**src/rtl/kw_arb_stream_mux_if.sv**
```systemverilog
// Stream bundle for kw_arb_stream_mux: N source channels merged onto one output
// channel, plus the arbiter status lines.
interface kw_arb_stream_mux_if #(
  parameter int N = 4,
  parameter int W = 32
);
  localparam int IDW = $clog2(N);

  logic [N-1:0]   in_valid;
  logic [N-1:0]   in_ready;
  logic [N*W-1:0] in_data;
  logic [N-1:0]   in_last;
  logic           out_valid;
  logic           out_ready;
  logic [W-1:0]   out_data;
  logic           out_last;
  logic [IDW-1:0] out_id;
  logic [N-1:0]   grant;
  logic           busy;

  modport slave (
    input  in_valid, in_data, in_last, out_ready,
    output in_ready, out_valid, out_data, out_last, out_id, grant, busy
  );

  modport master (
    output in_valid, in_data, in_last, out_ready,
    input  in_ready, out_valid, out_data, out_last, out_id, grant, busy
  );
endinterface

```
**src/rtl/kw_arb_stream_mux.sv**
```systemverilog
// Packet-locked round-robin stream multiplexer: N sources onto one stream.
// Define KW_ARB_STREAM_MUX_OREG_EN to add a registered 2-entry skid buffer on the output.
module kw_arb_stream_mux #(
  parameter int N = 4,
  parameter int W = 32
) (
  input  logic                 clock,
  input  logic                 reset_n,
  kw_arb_stream_mux_if.slave   bus
);
  localparam int IDW = $clog2(N);
  localparam int DW  = IDW + 1;

  typedef enum logic {IDLE, LOCK} state_t;

  state_t         state_reg;
  logic [IDW-1:0] ptr_reg;
  logic [N-1:0]   grant_reg;

  logic [DW-1:0]  rr_dist [N];
  logic [N-1:0]   rr_grant;
  logic [N-1:0]   grant;
  logic           sel_valid;
  logic           sel_last;
  logic [W-1:0]   sel_data;
  logic [IDW-1:0] sel_id;
  logic [IDW-1:0] ptr_next;
  logic           accept;
  logic           take;
  logic           take_last;

  // A source wins when it is valid and no other valid source sits closer to ptr.
  generate
    for (genvar gi = 0; gi < N; gi++) begin : g_src
      logic [N-1:0] beaten;
      assign rr_dist[gi] = (IDW'(gi) >= ptr_reg) ? DW'(gi) - {1'b0, ptr_reg}
                                                 : DW'(gi + N) - {1'b0, ptr_reg};
      for (genvar gj = 0; gj < N; gj++) begin : g_cmp
        if (gj == gi) begin : g_self
          assign beaten[gj] = 1'b0;
        end else begin : g_other
          assign beaten[gj] = bus.in_valid[gj] & (rr_dist[gj] < rr_dist[gi]);
        end
      end
      assign rr_grant[gi] = bus.in_valid[gi] & ~|beaten;
    end
  endgenerate

  assign grant = !reset_n ? '0 : ((state_reg == LOCK) ? grant_reg : rr_grant);

  always_comb begin
    sel_data = '0;
    sel_id   = '0;
    for (int i = 0; i < N; i++) begin
      sel_data = sel_data | (bus.in_data[i*W +: W] & {W{grant[i]}});
      if (grant[i]) sel_id = sel_id | IDW'(i);
    end
  end

  assign sel_valid = |(grant & bus.in_valid);
  assign sel_last  = |(grant & bus.in_last);
  assign take      = sel_valid & accept;
  assign take_last = take & sel_last;
  assign ptr_next  = (sel_id == IDW'(N - 1)) ? '0 : sel_id + IDW'(1);

  assign bus.in_ready = grant & {N{accept}};
  assign bus.grant    = grant;
  assign bus.busy     = (state_reg == LOCK);

  always_ff @(posedge clock or negedge reset_n) begin
    if (!reset_n) begin
      state_reg <= IDLE;
      ptr_reg   <= '0;
      grant_reg <= '0;
    end else begin
      case (state_reg)
        IDLE: begin
          if (sel_valid && !take_last) begin
            state_reg <= LOCK;
            grant_reg <= grant;
          end
        end
        LOCK: begin
          if (take_last) begin
            state_reg <= IDLE;
            grant_reg <= '0;
          end
        end
        default: state_reg <= IDLE;
      endcase
      if (take_last) ptr_reg <= ptr_next;
    end
  end

`ifdef KW_ARB_STREAM_MUX_OREG_EN
  logic           out_valid_reg;
  logic [W-1:0]   out_data_reg;
  logic           out_last_reg;
  logic [IDW-1:0] out_id_reg;
  logic           skid_valid_reg;
  logic [W-1:0]   skid_data_reg;
  logic           skid_last_reg;
  logic [IDW-1:0] skid_id_reg;

  // Sources see only the registered "skid empty" flag, never out_ready.
  assign accept = ~skid_valid_reg;

  always_ff @(posedge clock or negedge reset_n) begin
    if (!reset_n) begin
      out_valid_reg  <= 1'b0;
      out_data_reg   <= '0;
      out_last_reg   <= 1'b0;
      out_id_reg     <= '0;
      skid_valid_reg <= 1'b0;
      skid_data_reg  <= '0;
      skid_last_reg  <= 1'b0;
      skid_id_reg    <= '0;
    end else if (!skid_valid_reg) begin
      if (out_valid_reg && !bus.out_ready) begin
        if (take) begin
          skid_valid_reg <= 1'b1;
          skid_data_reg  <= sel_data;
          skid_last_reg  <= sel_last;
          skid_id_reg    <= sel_id;
        end
      end else begin
        out_valid_reg <= take;
        if (take) begin
          out_data_reg <= sel_data;
          out_last_reg <= sel_last;
          out_id_reg   <= sel_id;
        end
      end
    end else if (bus.out_ready) begin
      out_valid_reg  <= 1'b1;
      out_data_reg   <= skid_data_reg;
      out_last_reg   <= skid_last_reg;
      out_id_reg     <= skid_id_reg;
      skid_valid_reg <= 1'b0;
    end
  end

  assign bus.out_valid = out_valid_reg;
  assign bus.out_data  = out_data_reg;
  assign bus.out_last  = out_last_reg;
  assign bus.out_id    = out_id_reg;
`else
  assign accept        = bus.out_ready;
  assign bus.out_valid = sel_valid;
  assign bus.out_data  = sel_data;
  assign bus.out_last  = sel_last;
  assign bus.out_id    = sel_id;
`endif
endmodule
```
**src/flat_wrapper.sv**
```systemverilog
// flat-port wrapper written by rule: the top's interface ports become plain ports
module kw_arb_stream_mux_flat 
#(
  parameter int N = 4,
  parameter int W = 32
)
  (clock, reset_n, bus_in_valid, bus_in_data, bus_in_last, bus_out_ready, bus_in_ready, bus_out_valid, bus_out_data, bus_out_last, bus_out_id, bus_grant, bus_busy);
  kw_arb_stream_mux_if #(.N(N), .W(W)) bus_i ();
  input  logic clock;
  input  logic reset_n;
  input wire logic [$bits(bus_i.in_valid)-1:0] bus_in_valid;
  input wire logic [$bits(bus_i.in_data)-1:0] bus_in_data;
  input wire logic [$bits(bus_i.in_last)-1:0] bus_in_last;
  input wire logic [$bits(bus_i.out_ready)-1:0] bus_out_ready;
  output wire logic [$bits(bus_i.in_ready)-1:0] bus_in_ready;
  output wire logic [$bits(bus_i.out_valid)-1:0] bus_out_valid;
  output wire logic [$bits(bus_i.out_data)-1:0] bus_out_data;
  output wire logic [$bits(bus_i.out_last)-1:0] bus_out_last;
  output wire logic [$bits(bus_i.out_id)-1:0] bus_out_id;
  output wire logic [$bits(bus_i.grant)-1:0] bus_grant;
  output wire logic [$bits(bus_i.busy)-1:0] bus_busy;
  assign bus_i.in_valid = bus_in_valid;
  assign bus_i.in_data = bus_in_data;
  assign bus_i.in_last = bus_in_last;
  assign bus_i.out_ready = bus_out_ready;
  assign bus_in_ready = bus_i.in_ready;
  assign bus_out_valid = bus_i.out_valid;
  assign bus_out_data = bus_i.out_data;
  assign bus_out_last = bus_i.out_last;
  assign bus_out_id = bus_i.out_id;
  assign bus_grant = bus_i.grant;
  assign bus_busy = bus_i.busy;
  kw_arb_stream_mux #(.N(N), .W(W)) u_core (.clock(clock), .reset_n(reset_n), .bus(bus_i));
endmodule
```
**config.mk**
```make
export PLATFORM = sky130hd
export DESIGN_NAME = kw_arb_stream_mux_flat
export DESIGN_NICKNAME = d
export VERILOG_FILES = /design/src/rtl/kw_arb_stream_mux_if.sv /design/src/rtl/kw_arb_stream_mux.sv /design/src/flat_wrapper.sv
export SDC_FILE = /design/constraint.sdc
export NUM_CORES = 1
export LEC_CHECK = 0
export ABC_AREA = 1
export CORE_MARGIN = 3
export CORE_UTILIZATION = 28
export CTS_CLUSTER_DIAMETER = 80
export DETAILED_ROUTE_END_ITERATION = 12
export PLACE_DENSITY = 0.87
export RECOVER_POWER = 25
export SYNTH_ARGS = -nofsm -noshare
export SYNTH_HDL_FRONTEND = slang
export SYNTH_SLANG_ARGS = --single-unit
```
**constraint.sdc**
```tcl
create_clock -name clock -period 2.79 [get_ports clock]
set_input_delay 0.558 -clock clock [delete_from_list [all_inputs] [get_ports clock]]
set_output_delay 0.558 -clock clock [all_outputs]
set_load 0.01 [all_outputs]
```
# Yosys cells after proc, flatten, opt, wreduce, memory -nomap -nowiden
# Index checks and enable logic that the tools add are counted.
[classes]
mux = 16
n_lt_le_gt_ge = 16
eq_ne = 3
add_sub_neg = 9
reduce_logical = 13
bitwise = 29
[op_table]
columns = ["cell", "count"]
rows = [
  ["$and 32x32->32", 4],
  ["$or 32x32->32", 3],
  ["$lt 3x3->1", 12],
  ["$and 1x1->1", 18],
  ["$mux 4", 4],
  ["$and 4x4->4", 3],
  ["$mux 3", 4],
  ["$reduce_or 3->1", 4],
  ["$sub 3x2->3 const A", 4],
  ["$pmux 4 s2", 1],
  ["$reduce_or 4->1", 2],
  ["$mux 2", 3],
  ["$sub 1x2->3 const A", 2],
  ["$sub 2x2->3 const A", 2],
  ["$logic_not 1->1", 5],
  ["$ge 1x2->1 const A", 2],
  ["$ge 2x2->1 const A", 2],
  ["$mux 1", 3],
  ["$add 2x1->2 const B", 1],
  ["$eq 2x2->1 const B", 1],
  ["$ne 2x1->1 const B", 1],
  ["$ne 2x2->1 const B", 1],
  ["$pmux 1 s2", 1],
  ["$reduce_and 2->1", 1],
  ["2 further kinds", 2],
]
[totals]
word_cells = 89
reg_bits = 7
out_inout_bits = 45

# Depth between registers and ports, before layout
# Gate-level depths: netlist (run 1).
[depth]
ltp_word = 17
depth_mapped = 15

# Worst setup path after synthesis (run 1)
# No wires, ideal clock.
[synth_timing]
path_type = "flip-flop to output port"
startpoint = "register u_core.ptr_reg[1]"
endpoint = "output bus_out_data[23]"
stages_incl_launch_ff = 12
arrival_ps = 1625
path_slack_ps = 607
path_cell_list = "dfrtp_1 > inv_1 > ha_1 > inv_1 > nand2_1 > nand2_1 > o21ai_1 > nand2_1 > inv_2 > buf_2 > nand2_1 > nand4_1"
[synth_lines]
columns = ["item", "line", "source"]
rows = [
  ["start: declaration", "kw_arb_stream_mux.sv:17", "logic [IDW-1:0] ptr_reg;"],
  ["start signal: assignment", "kw_arb_stream_mux.sv:91", "if (take_last) ptr_reg <= ptr_next;"],
  ["$sub 3x2->3 (tied with other cells)", "kw_arb_stream_mux.sv:37", ": DW'(gi + N) - {1'b0, ptr_reg};"],
  ["$mux 3", "kw_arb_stream_mux.sv:36", "assign rr_dist[gi] = (IDW'(gi) >= ptr_reg) ? DW'(gi) - {1'b0, ptr_reg}"],
  ["$lt 3x3->1", "kw_arb_stream_mux.sv:42", "assign beaten[gj] = bus.in_valid[gj] & (rr_dist[gj] < rr_dist[gi]);"],
  ["$and 1x1->1", "kw_arb_stream_mux.sv:42", ""],
  ["$reduce_or 3->1 (*)", "kw_arb_stream_mux.sv:45", "assign rr_grant[gi] = bus.in_valid[gi] & ~|beaten;"],
  ["$logic_not 1->1 (*)", "kw_arb_stream_mux.sv:45", ""],
  ["$and 1x1->1 (*)", "kw_arb_stream_mux.sv:45", ""],
  ["$mux 4 (*) (2 in series)", "kw_arb_stream_mux.sv:49", "assign grant = !reset_n ? '0 : ((state_reg == LOCK) ? grant_reg : rr_grant);"],
  ["via bus_grant[2]", "flat_wrapper.sv:20", "output wire logic [$bits(bus_i.grant)-1:0] bus_grant;"],
  ["$and 32x32->32 (*)", "kw_arb_stream_mux.sv:55", "sel_data = sel_data | (bus.in_data[i*W +: W] & {W{grant[i]}});"],
  ["$or 32x32->32 (*) (2 in series)", "kw_arb_stream_mux.sv:55", ""],
  ["end: declaration", "flat_wrapper.sv:17", "output wire logic [$bits(bus_i.out_data)-1:0] bus_out_data;"],
]
# The timed path passes the listed nets; every way through them passes the cells marked *.

# Final worst setup path (run 1)
[layout_timing]
startpoint = "input reset_n"
endpoint = "output bus_out_data[16]"
[layout_via]
elab_chain_cells = 5
[layout_rtl]
columns = ["item", "line", "source"]
rows = [
  ["start: declaration", "flat_wrapper.sv:10", "input logic reset_n;"],
  ["$mux 4 (*)", "kw_arb_stream_mux.sv:49", ""],
  ["$and 32x32->32", "kw_arb_stream_mux.sv:55", ""],
  ["$or 32x32->32 (2 in series)", "kw_arb_stream_mux.sv:55", ""],
  ["$or 32x32->32 (*)", "kw_arb_stream_mux.sv:55", ""],
]
# Mark *: on every way between the ends. The rest lies on a longest branch, timed or not.

==> summary.md, run 1 <==
| Metric | Value |
|---|---|
| Outcome | `finished, final reports clean` |
| Worst-margin pin slew | `387 ps` |
| Post-DP HPWL | `6910 um` |
| Placement Setup Slack | `-318 ps` |
| Top-Level Pins | `184` |
| Total power | `2.52 mW` |
| Hold Buf Count CTS | `0` |
| Clock root buffer | `clkbuf_8` |
| Filler cell count | `400` |
| Avg WL per Cell | `14.7 um` |
| Mapped Area | `1410 sq um` |
| # setup viols final | `0` |
| Reg clk slew, reported paths | `40 ps` |
| Pre-antenna DRT Iters | `6` |
| Area delta synth->final | `155%` |
| DIE AREA | `5920 sq um` |
| Detailed-route vias per instance | `4.78` |
| Syn Inst Count | `282` |
| Part of the cycle the worst path needs | `0.974` |
| Warnings from Yosys | `0` |
| Setup crit start kind | `input pin` |
| FP Rows | `25` |
| Starting Density | `0.295` |
| Syn_nets | `425` |
| Vias | `2659` |
| Finished Layout Cells | `556` |
| H-Tree Depth | `1` |
| Switching Fraction | `0.473` |
| Reg power frac | `0.074` |
| Data required time of the critical path | `2230 ps` |
| Total CTS buffers | `3` |
| Skew final | `1.87 ps` |
| Pwr/cell area | `700 nW/um^2` |
| Vias in the first global route | `2657` |
| Share of cells above drive strength 1 | `0.123` |
| Final wirelength | `8170 um` |
| PortBufs | `183` |
| Max reg flops | `4` |
| Dpl cell area | `3550 sq um` |
| Core area | `4790 sq um` |
| Max cap viols | `0` |
| Remaining DRCs | `0` |
| Clk sinks | `7` |
| Sequential share of the synthesized area | `0.124` |
| Antenna violations before repair | `0` |
| Die Ht | `77.0 um` |
| Post-route cell area | `3600 sq um` |
| Mapped Avg Cell Area | `5.00 sq um` |
| Psw | `1.19 mW` |
| Combinational power share | `0.868` |
| Final TNS setup | `0 ps` |
| Clock power share | `0.057` |
| ANT cells | `0` |
| Clock Latency Late Sink | `230 ps` |
| Setup Crit Path Kind | `input pin to primary output` |
| Register Area | `175 sq um` |
| Cells after DPL | `550` |
| Area of the multi-input gates | `1120 sq um` |
| Max VDD drop | `0.000456 V` |
| ANT nets after route | `0` |
| CTS max path bufs | `2` |
| Core Util, Final | `0.752` |
| Slew headroom | `0.742` |
| Global-route wire length before repair | `12700 um` |
| Crit-path max FO | `22` |
| Netlist cell types | `18` |
| Final min period | `2720 ps` |
| Total global routing overflow | `0` |
| Die width | `77.0 um` |
| CP Data Arrival Time | `2160 ps` |
| Synthesized flop and latch total | `7` |
| Worst Hold Class | `flop to flop` |
| Final WS setup | `71.9 ps` |
| WHS | `522 ps` |
| Internal | `1.33 mW` |
| Largest net degree at the start of global routing | `23` |
| Nets | `633` |
| Lkg Pwr | `1.76 nW` |
| Fin. max-slew vios | `0` |
| GP Congestion | `0.964` |
| CTS tree | `built` |
| 1st-iter DRT viols | `81` |
| Final Hold Viols | `0` |
| Setup crit end kind | `primary output` |
| Tot GR Track Use | `0.265` |
| Achievable Freq | `368 MHz` |
==> cells in the final DEF, fill, tap and decap left out, types with 2 or more instances in the layout <==
| master | Yosys | routed |
|---|---|---|
| buf_12 | 0 | 5 |
| buf_4 | 0 | 24 |
| buf_6 | 0 | 2 |
| clkbuf_1 | 0 | 2 |
| clkbuf_2 | 0 | 4 |
| clkbuf_8 | 0 | 3 |
| clkdlybuf4s15_1 | 0 | 13 |
| clkdlybuf4s50_1 | 0 | 134 |
| dfrtp_1 | 7 | 7 |
| dlygate4sd2_1 | 0 | 25 |
| dlymetal6s2s_1 | 0 | 6 |
| ha_1 | 4 | 4 |
| inv_1 | 11 | 10 |
| inv_2 | 7 | 7 |
| nand2_1 | 164 | 164 |
| nand2_2 | 2 | 2 |
| nand3_1 | 16 | 16 |
| nand4_1 | 32 | 32 |
| nor2_1 | 14 | 11 |
| nor2_2 | 4 | 7 |
| o21ai_2 | 0 | 2 |
==> cells by family (layout without fill, tap and decap cells) <==
| kind of cell | count (synthesis) | count (layout) | share of synthesized area |
|---|---|---|---|
| AOI/OAI and AO/OA | 6 | 6 | 0.0293 |
| xor gates and xnor gates | 1 | 1 | 0.00621 |
| adders and majority gates | 4 | 4 | 0.0355 |
| buffers and inverters | 30 | 237 | 0.0905 |
| DFF | 7 | 7 | 0.124 |
| and+or+nand+nor | 234 | 234 | 0.714 |
==> power groups by stage <==
stage	sequential, mW	clock [mW]	combinational, mW
CTS	0.182	0.149	2.15
finish	0.188	0.144	2.19
global route	0.190	0.154	2.38
global placement	0.184	0	2.31
detailed placement	0.188	0	2.34
floorplan	0.180	0	0.975
==> cells in the mapped netlist <==
cell type,number,area share
dfrtp_1,7,0.12
a21boi_1,1,0.0053
nand2_1,164,0.44
inv_1,11,0.029
nand3_1,16,0.057
xor2_1,1,0.0062
nand3_2,1,0.0071
ha_1,4,0.035
nand2_2,2,0.0089
o21bai_2,1,0.0080
o21a_1,1,0.0053
nor2_2,4,0.018
nand2_4,1,0.0080
inv_2,7,0.019
o21ai_1,3,0.011
nand4_1,32,0.14
buf_2,12,0.043
nor2_1,14,0.037
==> critical path: stages <==
cell,delay [ps]
clkdlybuf4s50_1,480
inv_1,110
nor2_2,180
nand2_2,100
inv_2,100
buf_12,160
nand2_1,60
nand4_1,110
dlygate4sd2_1,300
==> path summary, 6_finish.rpt <==
kind,startpoint,end,slack (ps),cells past startpoint
max,reset_n,bus_out_data[16],70,9
min,u_core.grant_reg[1]$_DFFE_PN0P_,u_core.grant_reg[1]$_DFFE_PN0P_,520,2
max reg2reg,u_core.ptr_reg[0]$_DFFE_PN0P_,u_core.ptr_reg[1]$_DFFE_PN0P_,650,13
min reg2reg,u_core.grant_reg[1]$_DFFE_PN0P_,u_core.grant_reg[1]$_DFFE_PN0P_,520,2
max in group asynchronous,reset_n,u_core.ptr_reg[0]$_DFFE_PN0P_,1780,2
min in group asynchronous,reset_n,u_core.bus.busy$_DFF_PN0_,730,2
==> metal layers <==
metal,routed length (um),track usage,part of all wire,vias to the layer above
li1,-,-,-,1323
met3,580,0.0563,0.071,14
met1,2990,0.284,0.37,1210
met4,164,0.0707,0.020,0
met2,4440,0.517,0.54,112
met5,0,0,0,-
==> timing repair <==
item / 4_1_cts / 5_1_grt
pin swaps: 0 / 1
gates cloned: 0 / 0
endpoints found under the setup margin: 44 / 38
resized for setup: 47 / 33
buffers inserted: 1 / 1
==> cell type report <==
| class | instances | share of cell area |
|---|---|---|
| sequential | 7 | 0.0487 |
| timing repair buffer | 215 | 0.584 |
| clock buffer | 4 | 0.0125 |
| tap | 67 | 0.0233 |
| multi-input combinational | 245 | 0.312 |
| inverter | 18 | 0.0195 |
Power figures use the tool's default switching activity.
==> run 2: changes to the inputs <==
Settings changed: ABC_AREA 1 to 0, TNS_END_PERCENT set to 30.
==> run 2 against run 1 <==
The run now ends with setup timing left. Worst setup slack lost 130 ps. Flip-flop and latch count stayed put. Power increased by 3.1%. Synthesized cell count shrank 33%. First-iteration DRC count up 62%. Worst hold slack worse by 8.6 ps. Non-clock buffer count is 6 higher. Clock power hardly changed. Global-route usage up 2.0 points. Die area about the same.
==> summary.md, run 2 <==
| Metric | Value |
|---|---|
| Setup crit start kind | `input pin` |
| ANT nets after route | `0` |
| Synth area leader | `a22oi_1` |
| Syn_nets | `332` |
| WHS | `514 ps` |
| Post-synth top cells | `64 x a22oi_1, 38 x nand2_1, 8 x and2_1` |
| Cells after DPL | `451` |
| Largest net degree at the start of global routing | `34` |
| Total CTS buffers | `3` |
| Netlist cell types | `36` |
| Warnings from Yosys | `0` |
| Commonest non-fill, non-tap cell in the layout | `clkdlybuf4s50_1` |
| Register Area | `175 sq um` |
| Final TNS setup | `-135 ps` |
| Final wirelength | `8980 um` |
| Core area | `4790 sq um` |
| Max cap viols | `0` |
| Total power | `2.60 mW` |
| GP Congestion | `0.953` |
| Setup Crit Path Kind | `input pin to primary output` |
| Crit-path most repeated cell | `buf_12` |
| Placement Setup Slack | `-546 ps` |
| Worst-margin pin slew | `321 ps` |
| Filler cell count | `341` |
| Slew headroom | `0.786` |
| Avg WL per Cell | `19.4 um` |
| Finished Layout Cells | `463` |
| Lkg Pwr | `1.67 nW` |
| Slowest cell delay on critical path | `330 ps` |
| Failing checks | `setup timing` |
| Area of the multi-input gates | `1220 sq um` |
| Clock root buffer | `clkbuf_8` |
| # setup viols final | `3` |
| Data required time of the critical path | `2230 ps` |
| Post-route cell area | `3630 sq um` |
| Crit path max-delay family | `buffers and inverters` |
| Tot GR Track Use | `0.285` |
| Pwr/cell area | `715 nW/um^2` |
| Count leader, synth | `a22oi_1` |
| Clk sinks | `7` |
| Nets | `540` |
| Critical path cell sequence | `dlygate4sd2_1 -> nor2b_1 -> o41ai_4 -> and2_4 -> buf_12 -> buf_12 -> buf_4 -> a22oi_2 -> nand2_1 -> buf_6` |
| Final min period | `2850 ps` |
| Clock Latency Late Sink | `230 ps` |
| Max reg flops | `4` |
| Share of cells above drive strength 1 | `0.275` |
| 1st-iter DRT viols | `131` |
| ANT cells | `0` |
| Die width | `76.9 um` |
| Outcome | `finished, violations left` |
| H-Tree Depth | `1` |
| Area contributors post-synth | `a22oi_1 34%, dfrtp_1 12%, nand2_1 10%` |
| Fin. max-slew vios | `0` |
| Total global routing overflow | `0` |
| PortBufs | `183` |
| RSZ-0062 raised after global routing | `yes` |
| Mapped Avg Cell Area | `7.45 sq um` |
| Antenna violations before repair | `0` |
| Slowest cell on crit path | `nor2b_1` |
| Setup crit end kind | `primary output` |
| CP Data Arrival Time | `2290 ps` |
| Mapped Area | `1410 sq um` |
| Post-synthesis async set-or-reset flop share | `1.00` |
| Post-DP HPWL | `6630 um` |
| Detailed-route vias per instance | `5.29` |
| Die Ht | `76.9 um` |
| Worst Hold Class | `flop to flop` |
| DIE AREA | `5920 sq um` |
| WP buf/inv | `5` |
| Dpl cell area | `3500 sq um` |
| Post-synth EDFFs | `0` |
| Hold Buf Count CTS | `0` |
| Remaining DRCs | `0` |
| Achievable Freq | `351 MHz` |
| Area delta synth->final | `158%` |
| Vias | `2447` |
| Part of the cycle the worst path needs | `1.02` |
| Final WS setup | `-62.3 ps` |
| Core Util, Final | `0.759` |
| Starting Density | `0.294` |
| Skew final | `4.17 ps` |
| Post-synth top flop | `dfrtp_1` |
| Max VDD drop | `0.000463 V` |
| Pre-antenna DRT Iters | `5` |
| Top-Level Pins | `184` |
| Syn Inst Count | `189` |
| Synthesized flop and latch total | `7` |
| Yosys top cell area share | `0.341` |
| Crit-path max FO | `5` |
| CTS max path bufs | `2` |
| Final Hold Viols | `0` |
| Most frequent cells in the layout | `136 x clkdlybuf4s50_1, 52 x a22oi_1, 38 x nand2_1` |
| Reg clk slew, reported paths | `40 ps` |
| CTS tree | `built` |
| FP Rows | `25` |
| Global-route wire length before repair | `13400 um` |
| Sequential share of the synthesized area | `0.124` |
| Vias in the first global route | `2554` |
==> run 2: changes by cell type after synthesis, sizes merged, moves of 12 or more <==
cell / change
nor2: -18
nand3: -12
inv: -15
nand4: -32
nand2: -129
a22oi: +64
==> run 2: where the power goes <==
part | switching [mW] | total, mW | internal (mW)
registers | 0.0412 | 0.188 | 0.147
logic | 1.07 | 2.27 | 1.20
clock network | 0.0425 | 0.141 | 0.0987
==> run 2: repair_timing <==
action / CTS / global route
endpoints found under the setup margin: 44 / 39
pin swaps: 6 / 2
cloned: 3 / 1
resized for setup: 135 / 40
setup buffers: 4 / 1
==> run 2: worst paths after layout <==
| path | slack (ps) | cells after the start | start | to |
|---|---|---|---|---|
| worst max-delay path | -60 | 10 | bus_in_valid[1] | bus_out_data[24] |
| worst min-delay path | 510 | 1 | u_core.grant_reg[3]$_DFFE_PN0P_ | u_core.grant_reg[3]$_DFFE_PN0P_ |
| worst max register to register | 410 | 11 | u_core.ptr_reg[1]$_DFFE_PN0P_ | u_core.grant_reg[0]$_DFFE_PN0P_ |
| worst min register to register | 510 | 1 | u_core.grant_reg[3]$_DFFE_PN0P_ | u_core.grant_reg[3]$_DFFE_PN0P_ |
| max in group asynchronous | 1760 | 3 | reset_n | u_core.bus.busy$_DFF_PN0_ |
| min in group asynchronous | 820 | 3 | reset_n | u_core.grant_reg[3]$_DFFE_PN0P_ |
==> run 2: area by class of cell <==
| type | count | share of cell area |
|---|---|---|
| flip-flops and latches | 7 | 0.0482 |
| inverters | 3 | 0.00310 |
| multi-input cells | 161 | 0.336 |
| repair buffers | 221 | 0.577 |
| well taps | 67 | 0.0231 |
| clock buffers | 4 | 0.0124 |
==> run 2: cells by family after synthesis <==
logic type               Yosys count  share of synthesized area
AO/OA/AOI/OAI                     81                      0.470
adder cells (fa/ha/maj)            4                     0.0355
XOR/XNOR                           1                    0.00622
multiplexers                       4                     0.0284
flip-flops                         7                      0.124
AND/OR/NAND/NOR                   71                      0.258
buffers and inverters             21                     0.0781
==> run 2: worst reg2reg max path, stage by stage, from the launching register on <==
cell and delay [ps]:
dfrtp_1 370, buf_6 140, buf_4 110, ha_2 180, nand2_1 70, a41o_1 270
buf_4 150, a32o_2 260, buf_4 140, o21ai_4 260, mux2i_1 220, o2bb2ai_1 90
==> run 2: metal layers <==
metal	vias to the layer above	track usage	wire length [um]
met2	157	0.550	4750
met3	24	0.0505	689
met5	-	0	0
met4	0	0.0815	245
li1	1147	-	-
met1	1119	0.314	3290
